===== src/rtl/mem_access_pkg.sv =====
// Shared constants and FSM encoding for the memory-access stage.
// Widths match the execute stage so its result bus connects directly.
package mem_access_pkg;

    localparam int DMEM_ADDR_WIDTH = 12;
    localparam int IALU_WORD_WIDTH = 16;
    localparam int REG_IDX_WIDTH   = 4;
    localparam int PC_WIDTH        = 12;
    localparam int PMEM_WORD_WIDTH = 16;
    localparam int DMEM_TIMEOUT    = 15;
    localparam int WAIT_CNT_WIDTH  = 8;

    typedef enum logic {
        ST_IDLE = 1'b0,
        ST_WAIT = 1'b1
    } req_state_t;

endpackage


===== src/rtl/mem_access_if.sv =====
// DMEM req/ack port: the stage is master, the data memory is slave.
// req, we, addr and wr_word stay stable until ack or abort.
interface mem_access_if #(
    parameter int ADDR_W = 12,
    parameter int WORD_W = 16
);
    logic              out_dmem_req;
    logic              out_dmem_we;
    logic [ADDR_W-1:0] out_dmem_addr;
    logic [WORD_W-1:0] out_dmem_wr_word;
    logic              in_dmem_ack;
    logic [WORD_W-1:0] in_dmem_rd_word;

    modport master (
        output out_dmem_req, out_dmem_we, out_dmem_addr, out_dmem_wr_word,
        input  in_dmem_ack, in_dmem_rd_word
    );

    modport slave (
        input  out_dmem_req, out_dmem_we, out_dmem_addr, out_dmem_wr_word,
        output in_dmem_ack, in_dmem_rd_word
    );
endinterface


===== src/rtl/mem_access_dmem_req_ctrl.sv =====
// DMEM request sequencer: issues req, counts wait cycles, aborts on timeout.
// Latency: zero-wait completion when ack arrives in the issue cycle.
// Backpressure: stall is high while req is pending without ack and not timed out.
module mem_access_dmem_req_ctrl #(
    parameter int DMEM_TIMEOUT = mem_access_pkg::DMEM_TIMEOUT
) (
    input  logic clock,
    input  logic reset,
    input  logic access,
    input  logic ack,
    output logic req,
    output logic stall,
    output logic complete,
    output logic abort,
    output logic err
);
    import mem_access_pkg::*;

    localparam logic [WAIT_CNT_WIDTH-1:0] TIMEOUT_CNT = WAIT_CNT_WIDTH'(DMEM_TIMEOUT);

    req_state_t                state;
    req_state_t                state_nxt;
    logic [WAIT_CNT_WIDTH-1:0] cnt;
    logic [WAIT_CNT_WIDTH-1:0] cnt_nxt;
    logic                      err_nxt;

    always_ff @(posedge clock) begin
        if (reset) begin
            state <= ST_IDLE;
            cnt   <= '0;
            err   <= 1'b0;
        end else begin
            state <= state_nxt;
            cnt   <= cnt_nxt;
            err   <= err_nxt;
        end
    end

    // Reset gates req combinationally so an in-flight access is dropped at once.
    always_comb begin
        state_nxt = state;
        cnt_nxt   = cnt;
        err_nxt   = err;
        req       = 1'b0;
        stall     = 1'b0;
        complete  = 1'b0;
        abort     = 1'b0;
        case (state)
            ST_IDLE: begin
                if (access && !reset) begin
                    req = 1'b1;
                    if (ack) begin
                        complete = 1'b1;
                    end else begin
                        stall     = 1'b1;
                        state_nxt = ST_WAIT;
                        cnt_nxt   = {{(WAIT_CNT_WIDTH-1){1'b0}}, 1'b1};
                    end
                end
            end
            ST_WAIT: begin
                if (!reset) begin
                    req = 1'b1;
                    if (ack) begin
                        complete  = 1'b1;
                        state_nxt = ST_IDLE;
                        cnt_nxt   = '0;
                    end else if (cnt == TIMEOUT_CNT) begin
                        abort     = 1'b1;
                        err_nxt   = 1'b1;
                        state_nxt = ST_IDLE;
                        cnt_nxt   = '0;
                    end else begin
                        stall   = 1'b1;
                        cnt_nxt = cnt + 1'b1;
                    end
                end
            end
            default: begin
                state_nxt = ST_IDLE;
                cnt_nxt   = '0;
            end
        endcase
    end

endmodule


===== src/rtl/mem_access.sv =====
// Memory-access pipeline stage: registers execute results, performs DMEM load/store.
// Latency: one cycle execute->writeback plus DMEM wait cycles.
// Backpressure: out_stall holds upstream while an access waits for ack.
module mem_access #(
    parameter int DMEM_ADDR_WIDTH = mem_access_pkg::DMEM_ADDR_WIDTH,
    parameter int DMEM_WORD_WIDTH = mem_access_pkg::IALU_WORD_WIDTH,
    parameter int IALU_WORD_WIDTH = mem_access_pkg::IALU_WORD_WIDTH,
    parameter int PC_WIDTH        = mem_access_pkg::PC_WIDTH,
    parameter int PMEM_WORD_WIDTH = mem_access_pkg::PMEM_WORD_WIDTH,
    parameter int REG_IDX_WIDTH   = mem_access_pkg::REG_IDX_WIDTH,
    parameter int DMEM_TIMEOUT    = mem_access_pkg::DMEM_TIMEOUT
) (
    input  logic                       clock,
    input  logic                       reset,
    input  logic                       in_act_load_dmem,
    input  logic                       in_act_store_dmem,
    input  logic                       in_act_write_res_to_reg,
    input  logic [DMEM_ADDR_WIDTH-1:0] in_dmem_rd_addr,
    input  logic [DMEM_ADDR_WIDTH-1:0] in_dmem_wr_addr,
    input  logic [DMEM_WORD_WIDTH-1:0] in_dmem_wr_word,
    input  logic [PMEM_WORD_WIDTH-1:0] in_instr,
    input  logic [PC_WIDTH-1:0]        in_pc,
    input  logic [IALU_WORD_WIDTH-1:0] in_res,
    input  logic [REG_IDX_WIDTH-1:0]   in_res_reg_idx,
    mem_access_if.master               dmem,
    output logic                       out_stall,
    output logic                       out_act_write_res_to_reg,
    output logic [IALU_WORD_WIDTH-1:0] out_res,
    output logic [REG_IDX_WIDTH-1:0]   out_res_reg_idx,
    output logic [PMEM_WORD_WIDTH-1:0] out_instr,
    output logic [PC_WIDTH-1:0]        out_pc,
    output logic                       out_dmem_err
);
    import mem_access_pkg::*;

    typedef struct packed {
        logic                       load;
        logic                       store;
        logic                       write_res;
        logic [DMEM_ADDR_WIDTH-1:0] rd_addr;
        logic [DMEM_ADDR_WIDTH-1:0] wr_addr;
        logic [DMEM_WORD_WIDTH-1:0] wr_word;
        logic [PMEM_WORD_WIDTH-1:0] instr;
        logic [PC_WIDTH-1:0]        pc;
        logic [IALU_WORD_WIDTH-1:0] res;
        logic [REG_IDX_WIDTH-1:0]   reg_idx;
    } stage_t;

    stage_t stg;
    stage_t stg_in;

    logic access;
    logic req;
    logic stall;
    logic complete;
    logic abort;
    logic wb_vld;
    logic load_done;

    assign stg_in.load      = in_act_load_dmem;
    assign stg_in.store     = in_act_store_dmem;
    assign stg_in.write_res = in_act_write_res_to_reg;
    assign stg_in.rd_addr   = in_dmem_rd_addr;
    assign stg_in.wr_addr   = in_dmem_wr_addr;
    assign stg_in.wr_word   = in_dmem_wr_word;
    assign stg_in.instr     = in_instr;
    assign stg_in.pc        = in_pc;
    assign stg_in.res       = in_res;
    assign stg_in.reg_idx   = in_res_reg_idx;

    always_ff @(posedge clock) begin
        if (reset) begin
            stg <= '0;
        end else if (!stall) begin
            stg <= stg_in;
        end
    end

    assign access = stg.load | stg.store;

    mem_access_dmem_req_ctrl #(
        .DMEM_TIMEOUT (DMEM_TIMEOUT)
    ) u_req_ctrl (
        .clock    (clock),
        .reset    (reset),
        .access   (access),
        .ack      (dmem.in_dmem_ack),
        .req      (req),
        .stall    (stall),
        .complete (complete),
        .abort    (abort),
        .err      (out_dmem_err)
    );

    // Store takes priority when execute flags both load and store.
    assign dmem.out_dmem_req     = req;
    assign dmem.out_dmem_we      = stg.store;
    assign dmem.out_dmem_addr    = stg.store ? stg.wr_addr : stg.rd_addr;
    assign dmem.out_dmem_wr_word = stg.wr_word;

    assign out_stall = stall;
    assign wb_vld    = !reset && !stall && !abort;
    assign load_done = complete && stg.load && !stg.store;

    always_comb begin
        out_act_write_res_to_reg = 1'b0;
        out_res                  = '0;
        out_res_reg_idx          = '0;
        out_instr                = '0;
        out_pc                   = '0;
        if (wb_vld) begin
            out_act_write_res_to_reg = stg.write_res;
            out_res                  = load_done ? IALU_WORD_WIDTH'(dmem.in_dmem_rd_word) : stg.res;
            out_res_reg_idx          = stg.reg_idx;
            out_instr                = stg.instr;
            out_pc                   = stg.pc;
        end
    end

endmodule


===== src/flat_wrapper.sv =====
// flat-port wrapper written by rule: the top's interface ports become plain ports
module mem_access_flat import mem_access_pkg::*;
#(
    parameter int DMEM_ADDR_WIDTH = mem_access_pkg::DMEM_ADDR_WIDTH,
    parameter int DMEM_WORD_WIDTH = mem_access_pkg::IALU_WORD_WIDTH,
    parameter int IALU_WORD_WIDTH = mem_access_pkg::IALU_WORD_WIDTH,
    parameter int PC_WIDTH        = mem_access_pkg::PC_WIDTH,
    parameter int PMEM_WORD_WIDTH = mem_access_pkg::PMEM_WORD_WIDTH,
    parameter int REG_IDX_WIDTH   = mem_access_pkg::REG_IDX_WIDTH,
    parameter int DMEM_TIMEOUT    = mem_access_pkg::DMEM_TIMEOUT
)
  (clock, reset, in_act_load_dmem, in_act_store_dmem, in_act_write_res_to_reg, in_dmem_rd_addr, in_dmem_wr_addr, in_dmem_wr_word, in_instr, in_pc, in_res, in_res_reg_idx, out_stall, out_act_write_res_to_reg, out_res, out_res_reg_idx, out_instr, out_pc, out_dmem_err, dmem_out_dmem_req, dmem_out_dmem_we, dmem_out_dmem_addr, dmem_out_dmem_wr_word, dmem_in_dmem_ack, dmem_in_dmem_rd_word);
  mem_access_if #(.ADDR_W(12), .WORD_W(16)) dmem_i ();
  input  logic clock;
  input  logic reset;
  input  logic in_act_load_dmem;
  input  logic in_act_store_dmem;
  input  logic in_act_write_res_to_reg;
  input  logic [DMEM_ADDR_WIDTH-1:0] in_dmem_rd_addr;
  input  logic [DMEM_ADDR_WIDTH-1:0] in_dmem_wr_addr;
  input  logic [DMEM_WORD_WIDTH-1:0] in_dmem_wr_word;
  input  logic [PMEM_WORD_WIDTH-1:0] in_instr;
  input  logic [PC_WIDTH-1:0] in_pc;
  input  logic [IALU_WORD_WIDTH-1:0] in_res;
  input  logic [REG_IDX_WIDTH-1:0] in_res_reg_idx;
  output logic out_stall;
  output logic out_act_write_res_to_reg;
  output logic [IALU_WORD_WIDTH-1:0] out_res;
  output logic [REG_IDX_WIDTH-1:0] out_res_reg_idx;
  output logic [PMEM_WORD_WIDTH-1:0] out_instr;
  output logic [PC_WIDTH-1:0] out_pc;
  output logic out_dmem_err;
  output wire logic [$bits(dmem_i.out_dmem_req)-1:0] dmem_out_dmem_req;
  output wire logic [$bits(dmem_i.out_dmem_we)-1:0] dmem_out_dmem_we;
  output wire logic [$bits(dmem_i.out_dmem_addr)-1:0] dmem_out_dmem_addr;
  output wire logic [$bits(dmem_i.out_dmem_wr_word)-1:0] dmem_out_dmem_wr_word;
  input wire logic [$bits(dmem_i.in_dmem_ack)-1:0] dmem_in_dmem_ack;
  input wire logic [$bits(dmem_i.in_dmem_rd_word)-1:0] dmem_in_dmem_rd_word;
  assign dmem_out_dmem_req = dmem_i.out_dmem_req;
  assign dmem_out_dmem_we = dmem_i.out_dmem_we;
  assign dmem_out_dmem_addr = dmem_i.out_dmem_addr;
  assign dmem_out_dmem_wr_word = dmem_i.out_dmem_wr_word;
  assign dmem_i.in_dmem_ack = dmem_in_dmem_ack;
  assign dmem_i.in_dmem_rd_word = dmem_in_dmem_rd_word;
  mem_access #(.DMEM_ADDR_WIDTH(DMEM_ADDR_WIDTH), .DMEM_WORD_WIDTH(DMEM_WORD_WIDTH), .IALU_WORD_WIDTH(IALU_WORD_WIDTH), .PC_WIDTH(PC_WIDTH), .PMEM_WORD_WIDTH(PMEM_WORD_WIDTH), .REG_IDX_WIDTH(REG_IDX_WIDTH), .DMEM_TIMEOUT(DMEM_TIMEOUT)) u_core (.clock(clock), .reset(reset), .in_act_load_dmem(in_act_load_dmem), .in_act_store_dmem(in_act_store_dmem), .in_act_write_res_to_reg(in_act_write_res_to_reg), .in_dmem_rd_addr(in_dmem_rd_addr), .in_dmem_wr_addr(in_dmem_wr_addr), .in_dmem_wr_word(in_dmem_wr_word), .in_instr(in_instr), .in_pc(in_pc), .in_res(in_res), .in_res_reg_idx(in_res_reg_idx), .dmem(dmem_i), .out_stall(out_stall), .out_act_write_res_to_reg(out_act_write_res_to_reg), .out_res(out_res), .out_res_reg_idx(out_res_reg_idx), .out_instr(out_instr), .out_pc(out_pc), .out_dmem_err(out_dmem_err));
endmodule

===== config.mk =====
export PLATFORM = sky130hd
export DESIGN_NAME = mem_access_flat
export DESIGN_NICKNAME = d
export VERILOG_FILES = /design/src/rtl/mem_access_pkg.sv /design/src/rtl/mem_access_if.sv /design/src/rtl/mem_access_dmem_req_ctrl.sv /design/src/rtl/mem_access.sv /design/src/flat_wrapper.sv
export SDC_FILE = /design/constraint.sdc
export NUM_CORES = 1
export LEC_CHECK = 0
export BUFFER_PORTS_ARGS = -buffer_cell sky130_fd_sc_hd__buf_4
export CELL_PAD_IN_SITES_DETAIL_PLACEMENT = 1
export CELL_PAD_IN_SITES_GLOBAL_PLACEMENT = 1
export CORE_ASPECT_RATIO = 1.2
export CORE_MARGIN = 2
export CORE_UTILIZATION = 38
export DETAILED_ROUTE_END_ITERATION = 10
export PLACE_DENSITY_LB_ADDON = 0.1
export REMOVE_ABC_BUFFERS = 1
export SYNTH_ARGS = -nofsm -noshare
export SYNTH_HDL_FRONTEND = slang
export SYNTH_SLANG_ARGS = --single-unit
export TNS_END_PERCENT = 1

===== constraint.sdc =====
create_clock -name clock -period 4.5 [get_ports clock]
set_input_delay 0.225 -clock clock [delete_from_list [all_inputs] [get_ports clock]]
set_output_delay 0.225 -clock clock [all_outputs]
set_load 0.03 [all_outputs]

-- Word level (Yosys, flattened, before mapping)
Cells that the tools add are included.
- bits in registers: 101
- latch bits: 0
- RAM bits: 0
- ROM bits: 0
- input bits: 110
- output and inout bits: 81
- memories: 0
- $add $sub $neg: 1
- $mul: 0
- divide/modulo/power cells: 0
- $lt $le $gt $ge: 0
- equal/unequal tests: 3
- shift operators: 0
- mux-type cells: 30
- bitwise gates (word level): 3
- reductions and logical operators: 11
- operators with widths (kind ; number):
    $mux W16 ; 3
    $mux W8 ; 4
    $mux W12 ; 2
    $pmux W8 S2 ; 1
    $mux W1 ; 15
    $add A8 B1 Y8 const B ; 1
    $eq A8 B4 Y1 const B ; 1
    $pmux W1 S2 ; 4
    $logic_and A1 B1 Y1 ; 5
    $logic_not A1 Y1 ; 4
    $mux W4 ; 1
    $ne A2 B2 Y1 const B ; 2
    $reduce_and A3 Y1 ; 1
    $not A1 Y1 ; 2
    $reduce_and A2 Y1 ; 1
    $or A1 B1 Y1 ; 1

-- Depth between registers and ports, before layout
Gate-level depths: netlist of the first run.
- depth after elaboration: 9
- depth in mapped cells: 8
- mapped depth without buffers: 5

-- Modules after synthesis
Synthesis of the first run repeated with hierarchy kept, for this count alone.
- cells, all modules: 485
- area total of the unflattened synthesis: 4815.9 um^2
- modules (own cells, without submodules) (module ; times used ; cells each ; area each (um^2)):
    mem_access ; 1 ; 424 ; 4279.1
    mem_access_dmem_req_ctrl ; 1 ; 61 ; 536.8

-- Worst setup path before layout of the first run
Ideal clock, no wire load.
- kind: reg-to-output
- start: reg u_core.stg, in the netlist u_core.dmem.out_dmem_we
- end: out out_res[10]
- arrival time: 1.920 ns
- required time: 4.275 ns
- slack: 2.355 ns
- cell stages (with the launch flop): 7
- buffers on the path: 3
- path through: dfxtp_1 > buf_2 > nor4bb_1 > clkbuf_1 > clkbuf_1 > nand2_1 > a21oi_1
- word-level cells in the longest chain between the ends: 8
- elaborated cells on any way between the ends: 14
- those cells by class: mux (6); bitwise (1); reduce/logical (7)
- RTL lines (item ; RTL line ; RTL):
    start, declared ; mem_access.sv:49 ; stage_t stg;
    start signal, assigned ; mem_access.sv:75 ; stg <= stg_in;
    $or A1 B1 Y1 ; mem_access.sv:79 ; assign access = stg.load | stg.store;
    $logic_and A1 B1 Y1 ; mem_access_dmem_req_ctrl.sv:50 ; if (access && !reset) begin
    $mux W1 ; mem_access_dmem_req_ctrl.sv:50 ;
    $pmux W1 S2 ; mem_access_dmem_req_ctrl.sv:48 ; case (state)
    $logic_and A1 B1 Y1 / $logic_not A1 Y1 (equally long branches) ; mem_access.sv:103, mem_access.sv:102 ;
    $logic_and A1 B1 Y1, on equally long branches ; mem_access.sv:103, mem_access.sv:102 ;
    $mux W16 / $logic_and A1 B1 Y1 (equally long branches) ; mem_access.sv:113, mem_access.sv:102 ;
    $mux W16 * ; mem_access.sv:111 ; if (wb_vld) begin
    end, declared ; flat_wrapper.sv:28 ; output logic [IALU_WORD_WIDTH-1:0] out_res;
Every way passes the cells marked *; elsewhere a longest branch is shown, timed or not.

-- Worst setup path in the final report of the first run
- start: reg u_core.stg, in the netlist u_core.dmem.out_dmem_we
- end: out out_res[14]
The elaborated chain is that of the path after synthesis.

==> results of run 1 <==
[synthesized netlist by cell type (2+ instances only)]
master / count
and2_1: 33
a21o_1: 2
nand3_1: 3
nor2_1: 13
a21oi_1: 21
mux2i_1: 91
buf_4: 19
dfxtp_1: 101
nand4b_1: 2
buf_12: 8
clkbuf_1: 28
o21ai_0: 3
nand2_1: 221
nor3_1: 4
mux2_2: 12
[metal layers]
metal | share of wire | track usage | up-vias | routed length (µm)
met3 | 0.065 | 0.05471 | 13 | 881
met1 | 0.39 | 0.2103 | 2047 | 5278
met4 | 0.016 | 0.05505 | 0 | 210
li1 | - | - | 2168 | -
met5 | 0 | 0 | - | 0
met2 | 0.53 | 0.3670 | 105 | 7109
[final cells by class]
cell class / instances / area, µm²
Inverter: 2 / 10.01
Clock inverter: 4 / 25.02
Fill cell: 1535 / 6216
Sequential cell: 101 / 2022
Tap cell: 164 / 205.2
Clock buffer: 11 / 242.7
Multi-Input combinational cell: 424 / 2491
Timing Repair Buffer: 194 / 1456
[how the worst min path moves through the flow]
stage | slack (ns) | from | cells after the start | to
global route | 0.14 | in_instr[4] | 3 | u_core.stg[36]$_SDFFE_PP0N_
floorplan | 0.29 | reset | 1 | u_core.u_req_ctrl.cnt[4]$_SDFFE_PP0P_
detailed placement | 0.45 | u_core.stg[39]$_SDFFE_PP0N_ | 2 | u_core.stg[39]$_SDFFE_PP0N_
finish | 0.14 | in_pc[5] | 3 | u_core.stg[25]$_SDFFE_PP0N_
global placement | 0.44 | u_core.stg[3]$_SDFFE_PP0N_ | 2 | u_core.stg[3]$_SDFFE_PP0N_
CTS | 0.13 | in_pc[8] | 3 | u_core.stg[28]$_SDFFE_PP0N_
[layout by cell type (no fill, tap or decap), drive strengths merged, types with 2 or more instances in the layout]
master	count
clkinv	2
buf	194
clkinvlp	2
mux2	12
dfxtp	101
nand2	221
nor2	13
mux2i	91
nor3	4
inv	2
clkbuf	11
or3	2
and2	33
a21o	2
o21ai	5
a21oi	21
nand4b	2
nand3	3
[power by group through the flow]
| stage | registers, mW | logic [mW] | clock network [mW] |
|---|---|---|---|
| finish | 0.996 | 0.447 | 0.712 |
| global route | 1.00 | 0.487 | 0.780 |
| CTS | 0.997 | 0.455 | 0.743 |
| detailed placement | 1.02 | 0.453 | 0 |
| global placement | 1.01 | 0.439 | 0 |
| floorplan | 1.03 | 0.265 | 0 |
[worst max-delay path: stages (launching register included)]
cell and delay [ns]:
dfxtp_1 0.86, nor3_1 0.20, o21ai_1 0.97, a21oi_1 0.11
buf_4 0.23
[registers in the layout, summed over array words and instances, names as in the netlist]
signal                        flops
u_core.stg                       74
u_core.dmem.out_dmem_wr_word     16
u_core.u_req_ctrl.cnt             8
u_core.dmem.out_dmem_we           1
u_core.u_req_ctrl.err             1
u_core.u_req_ctrl.state           1
[cells by family after synthesis]
logic type | count (synthesis) | share of synthesized area
AO/OA/AOI/OAI | 36 | 0.04348
XOR/XNOR | 1 | 0.001780
adder cells (fa/ha/maj) | 1 | 0.002542
buffers and inverters | 59 | 0.08619
flip-flops | 101 | 0.4109
multiplexers | 103 | 0.2126
AND/OR/NAND/NOR | 283 | 0.2426
==> impl_metrics.csv, run 1 <==
group,metric,value,unit
finish,stdcell_count,900,
clock_network,cts-buffers-inserted,9,
clock_network,clkTransAtPathRegs,0.07,ns
floorplan,die-width,107.9,µm
clock_network,clock_latency,0.34,ns
power_and_ir_drop,seqPwrFrac,0.462,
timing,max_freq,340.0,MHz
timing,setup_ws,1.558,ns
synthesis,synth-main-ff-cell,"dfxtp_1",
synthesis,async_flop_share,0,
synthesis,ys_seq_area_frac,0.4109,
finish,layout-drive-gt1-share,0.3084,
worst_setup_path,worstSetupStartpointType,"flip-flop",
worst_setup_path,required,4.28,ns
clock_network,cts_resized,0,
worst_setup_path,path_max_fanout,18,
finish,post-route-util,0.5093,
route,avgRoutedWirePerCell,14.98,µm
global_routing,grt_pass1_wl,21540,µm
placed_design,place_area,6185,µm²
timing,setup_tns,0,ns
placed_design,port_buffers,190,
timing,relSlewSlack,0.1918,
power_and_ir_drop,p_total,2.156,mW
route,viasPerCell,4.814,
route,vias,4333,
global_routing,antenna_found_initial,0,
global_routing,grt_start_max_net_pins,107,
route,ant_nets,0,
finish,finalNetCount,843,
worst_hold_path,hold_class,"in -> reg",
timing,hold_slack,0.1417,ns
timing,tightest_slew,1.204,ns
clock_network,postCtsSetupRepairBufs,0,
worst_setup_path,cp.arrival,2.72,ns
route,drc_errors,0,
power_and_ir_drop,p_int,1.545,mW
run,maxCapViolations,0,
floorplan,rows,45,
synthesis,syn_area_per_cell,8.426,µm²
placed_design,dp_cells,885,
power_and_ir_drop,power.leakage,3.385,nW
route,wl,13480,µm
placed_design,place_ws,1.778,ns
synthesis,synth_cell_types,38,
power_and_ir_drop,power_frac_comb,0.207,
floorplan,coreArea,12670,µm²
finish,finalInstanceArea,6452,µm²
power_and_ir_drop,net-switching-power,610.5,µW
timing,rsz0062_at_grt,"false",
worst_setup_path,endpoint_kind,"primary output",
clock_network,clock_path_buffers,2,
synthesis,yosysTopAreaCellShare,0.4109,
synthesis,ys_seq_elements,101,
global_routing,grt_pass1_vias,4524,
worst_setup_path,rrSetupSlack,1.88,ns
global_routing,grt_use_total,0.1947,
clock_network,htreeDepth,3,
floorplan,fp.dieH,128.7,µm
synthesis,synth_warnings,0,
floorplan,boundaryPins,191,
synthesis,synthTopCellsByArea,"dfxtp_1, mux2i_1, nand2_1, and2_1, buf_12",
timing,hold_violations,0,
worst_setup_path,cp-startpoint,"u_core.dmem.out_dmem_we$_SDFFE_PP0N_",
clock_network,tritoncts,"done",
timing,setup_viol,0,
global_routing,grt_overflow,0,
timing,fin_skew,0.006882,ns
timing,finalCriticalPeriod,2.942,ns
worst_setup_path,reg2reg_to,"u_core.stg[32]$_SDFFE_PP0N_",
placed_design,gp_congestion,0.7642,
worst_setup_path,crit_type,"reg -> out",
synthesis,synth_edf_count,0,
worst_setup_path,crit_end,"out_res[14]",
synthesis,yosysTopAreaCell,"dfxtp_1",
worst_setup_path,rr_startpoint,"u_core.u_req_ctrl.cnt[0]$_SDFFE_PP0P_",
finish,area_growth,31.12,%
finish,diodes,0,
clock_network,cts_hold_buf,0,
power_and_ir_drop,swShare,0.2832,
timing,period_share,0.6537,
power_and_ir_drop,power.density,334.1,nW/µm²
synthesis,synthCells,584,
power_and_ir_drop,power_frac_clock,0.330,
route,drtIter0Drc,152,
timing,drv_slew,0,
floorplan,start_util,0.3884,
clock_network,root_buffer,"clkbuf_16",
synthesis,syn-cell-area,4921,µm²
placed_design,hpwl,9758,µm
worst_setup_path,reg2reg_depth,6,
route,dr.pass1.iters,4,
power_and_ir_drop,peakVddDrop,168.8,µV
floorplan,dieArea,13880,µm²
clock_network,numClockSinks,101,
status,status,"finished clean",
Note: power is estimated with default switching activity, not from simulation.
==> run 2: changes to the inputs <==
--- a/config.mk
+++ b/config.mk
@@ -10,7 +10,7 @@
 export CELL_PAD_IN_SITES_GLOBAL_PLACEMENT = 1
 export CORE_ASPECT_RATIO = 1.2
 export CORE_MARGIN = 2
-export CORE_UTILIZATION = 38
+export CORE_UTILIZATION = 35
 export DETAILED_ROUTE_END_ITERATION = 10
 export PLACE_DENSITY_LB_ADDON = 0.1
 export REMOVE_ABC_BUFFERS = 1
==> constraint.sdc (replaced) <==
create_clock -name clock -period 2.9 [get_ports clock]
set_input_delay 0.145 -clock clock [delete_from_list [all_inputs] [get_ports clock]]
set_output_delay 0.145 -clock clock [all_outputs]
set_load 0.03 [all_outputs]
==> impl_metrics.csv, run 2 (synthesized netlist as in run 1, its figures left out) <==
group,metric,value,unit
status,status,"finished clean",
floorplan,start_util,0.3576,
timing,finalCriticalPeriod,2.334,ns
worst_setup_path,worstSetupStartpointType,"flip-flop",
floorplan,coreArea,13760,µm²
clock_network,clock_path_buffers,2,
timing,tightest_slew,1.147,ns
finish,final_common_cell,"nand2_1",
clock_network,clkTransAtPathRegs,0.07,ns
worst_setup_path,path_max_fanout,16,
finish,finalNetCount,849,
placed_design,port_buffers,190,
clock_network,htreeDepth,3,
timing,setup_ws,0.5664,ns
timing,setup_viol,0,
route,dr.pass1.iters,4,
finish,final_cell_mix,"nand2_1, buf_4, dfxtp_1",
global_routing,grt_pass1_wl,21200,µm
placed_design,hpwl,9687,µm
timing,hold_violations,0,
worst_setup_path,cp.arrival,2.19,ns
timing,rsz0062_at_grt,"false",
clock_network,tritoncts,"done",
finish,layout-drive-gt1-share,0.3149,
worst_setup_path,endpoint_kind,"primary output",
worst_hold_path,hold_class,"in -> reg",
worst_setup_path,rr_startpoint,"u_core.u_req_ctrl.cnt[0]$_SDFFE_PP0P_",
power_and_ir_drop,power.density,538.1,nW/µm²
finish,largest_reg_flops,74,
finish,diodes,0,
floorplan,rows,47,
placed_design,gp_congestion,0.7204,
route,vias,4389,
worst_setup_path,cp-startpoint,"u_core.u_req_ctrl.state$_SDFF_PP0_",
floorplan,dieArea,15030,µm²
power_and_ir_drop,power.leakage,3.443,nW
worst_setup_path,required,2.76,ns
global_routing,grt_overflow,0,
route,ant_nets,0,
clock_network,postCtsSetupRepairBufs,0,
timing,max_freq,428.5,MHz
placed_design,place_ws,0.7951,ns
global_routing,antenna_found_initial,0,
route,wl,13400,µm
clock_network,cts_resized,0,
global_routing,grt_use_total,0.1731,
floorplan,die-width,112.2,µm
clock_network,numClockSinks,101,
clock_network,clock_latency,0.34,ns
floorplan,boundaryPins,191,
timing,drv_slew,0,
clock_network,cts-buffers-inserted,9,
run,maxCapViolations,0,
route,viasPerCell,4.802,
power_and_ir_drop,peakVddDrop,286.6,µV
finish,nFillCells,1636,
timing,hold_slack,0.05539,ns
timing,setup_tns,0,ns
route,avgRoutedWirePerCell,14.66,µm
worst_hold_path,hold_start,"in_dmem_rd_addr[7]",
finish,multi_input_area,2489,µm²
worst_setup_path,crit_type,"reg -> out",
route,drc_errors,0,
finish,area_growth,33.38,%
timing,period_share,0.8047,
global_routing,grt_start_max_net_pins,73,
floorplan,fp.dieH,133.9,µm
clock_network,cts_hold_buf,0,
global_routing,grt_pass1_vias,4399,
clock_network,root_buffer,"clkbuf_16",
timing,fin_skew,0.003972,ns
route,drtIter0Drc,137,
finish,regArea,2022,µm²
power_and_ir_drop,p_total,3.532,mW
timing,relSlewSlack,0.2305,
finish,regMostFlops,"u_core.stg",
==> run 2: cell count changes in the layout (fill, tap and decap cells not counted) <==
cell       change
clkbuf_1       -1
clkbuf_8       -1
clkinv_2       +1
buf_4          +5
bufinv_16      +2
nor2_1         +1
buf_12         +1
nor2_2         -1
==> run 2: routing by layer <==
metal | GRT usage | part of all wire
met4 | 0.05420 | 0.019
met2 | 0.3092 | 0.52
met5 | 0 | 0
met1 | 0.1957 | 0.40
met3 | 0.05558 | 0.063
==> run 2: critical path, stage by stage (launching register included) <==
cell     delay [ns]
dfxtp_1        0.47
nor3_1         0.14
o21ai_1        0.90
a21oi_1        0.11
buf_4          0.23
==> run 2: stage by stage <==
step | area (µm²) | instances | utilization
CTS | 6564 | 914 | 0.4770
global route | 6564 | 914 | 0.4770
detailed placement | 6248 | 898 | 0.4541
global placement | 6248 | 898 | 0.4541
finish | 6564 | 914 | 0.4770
floorplan | 4504 | 527 | -
==> run 2: area by class of cell <==
| type | instances | area share |
|---|---|---|
| Multi-Input combinational cell | 424 | 0.3791 |
| Sequential cell | 101 | 0.3080 |
| Timing Repair Buffer | 200 | 0.2307 |
| Clock buffer | 9 | 0.03431 |
| Tap cell | 171 | 0.03260 |
| Clock inverter | 7 | 0.01372 |
| Inverter | 2 | 0.001525 |
==> run 2: report_power, final <==
part	switching (mW)	total (mW)	internal, mW	leakage, nW
Clock	0.534	1.29	0.752	0.151
Combinational	0.390	0.712	0.322	2.45
Sequential	0.0500	1.53	1.48	0.838
==> run 2: worst paths after layout <==
kind,to,slack (ns),cells after the start
hold reg to reg,u_core.stg[34]$_SDFFE_PP0N_,0.46,2
setup reg to reg,u_core.stg[18]$_SDFFE_PP0N_,0.78,6
setup / recovery,out_res[6],0.57,4
hold / removal,u_core.stg[83]$_SDFFE_PP0N_,0.06,3
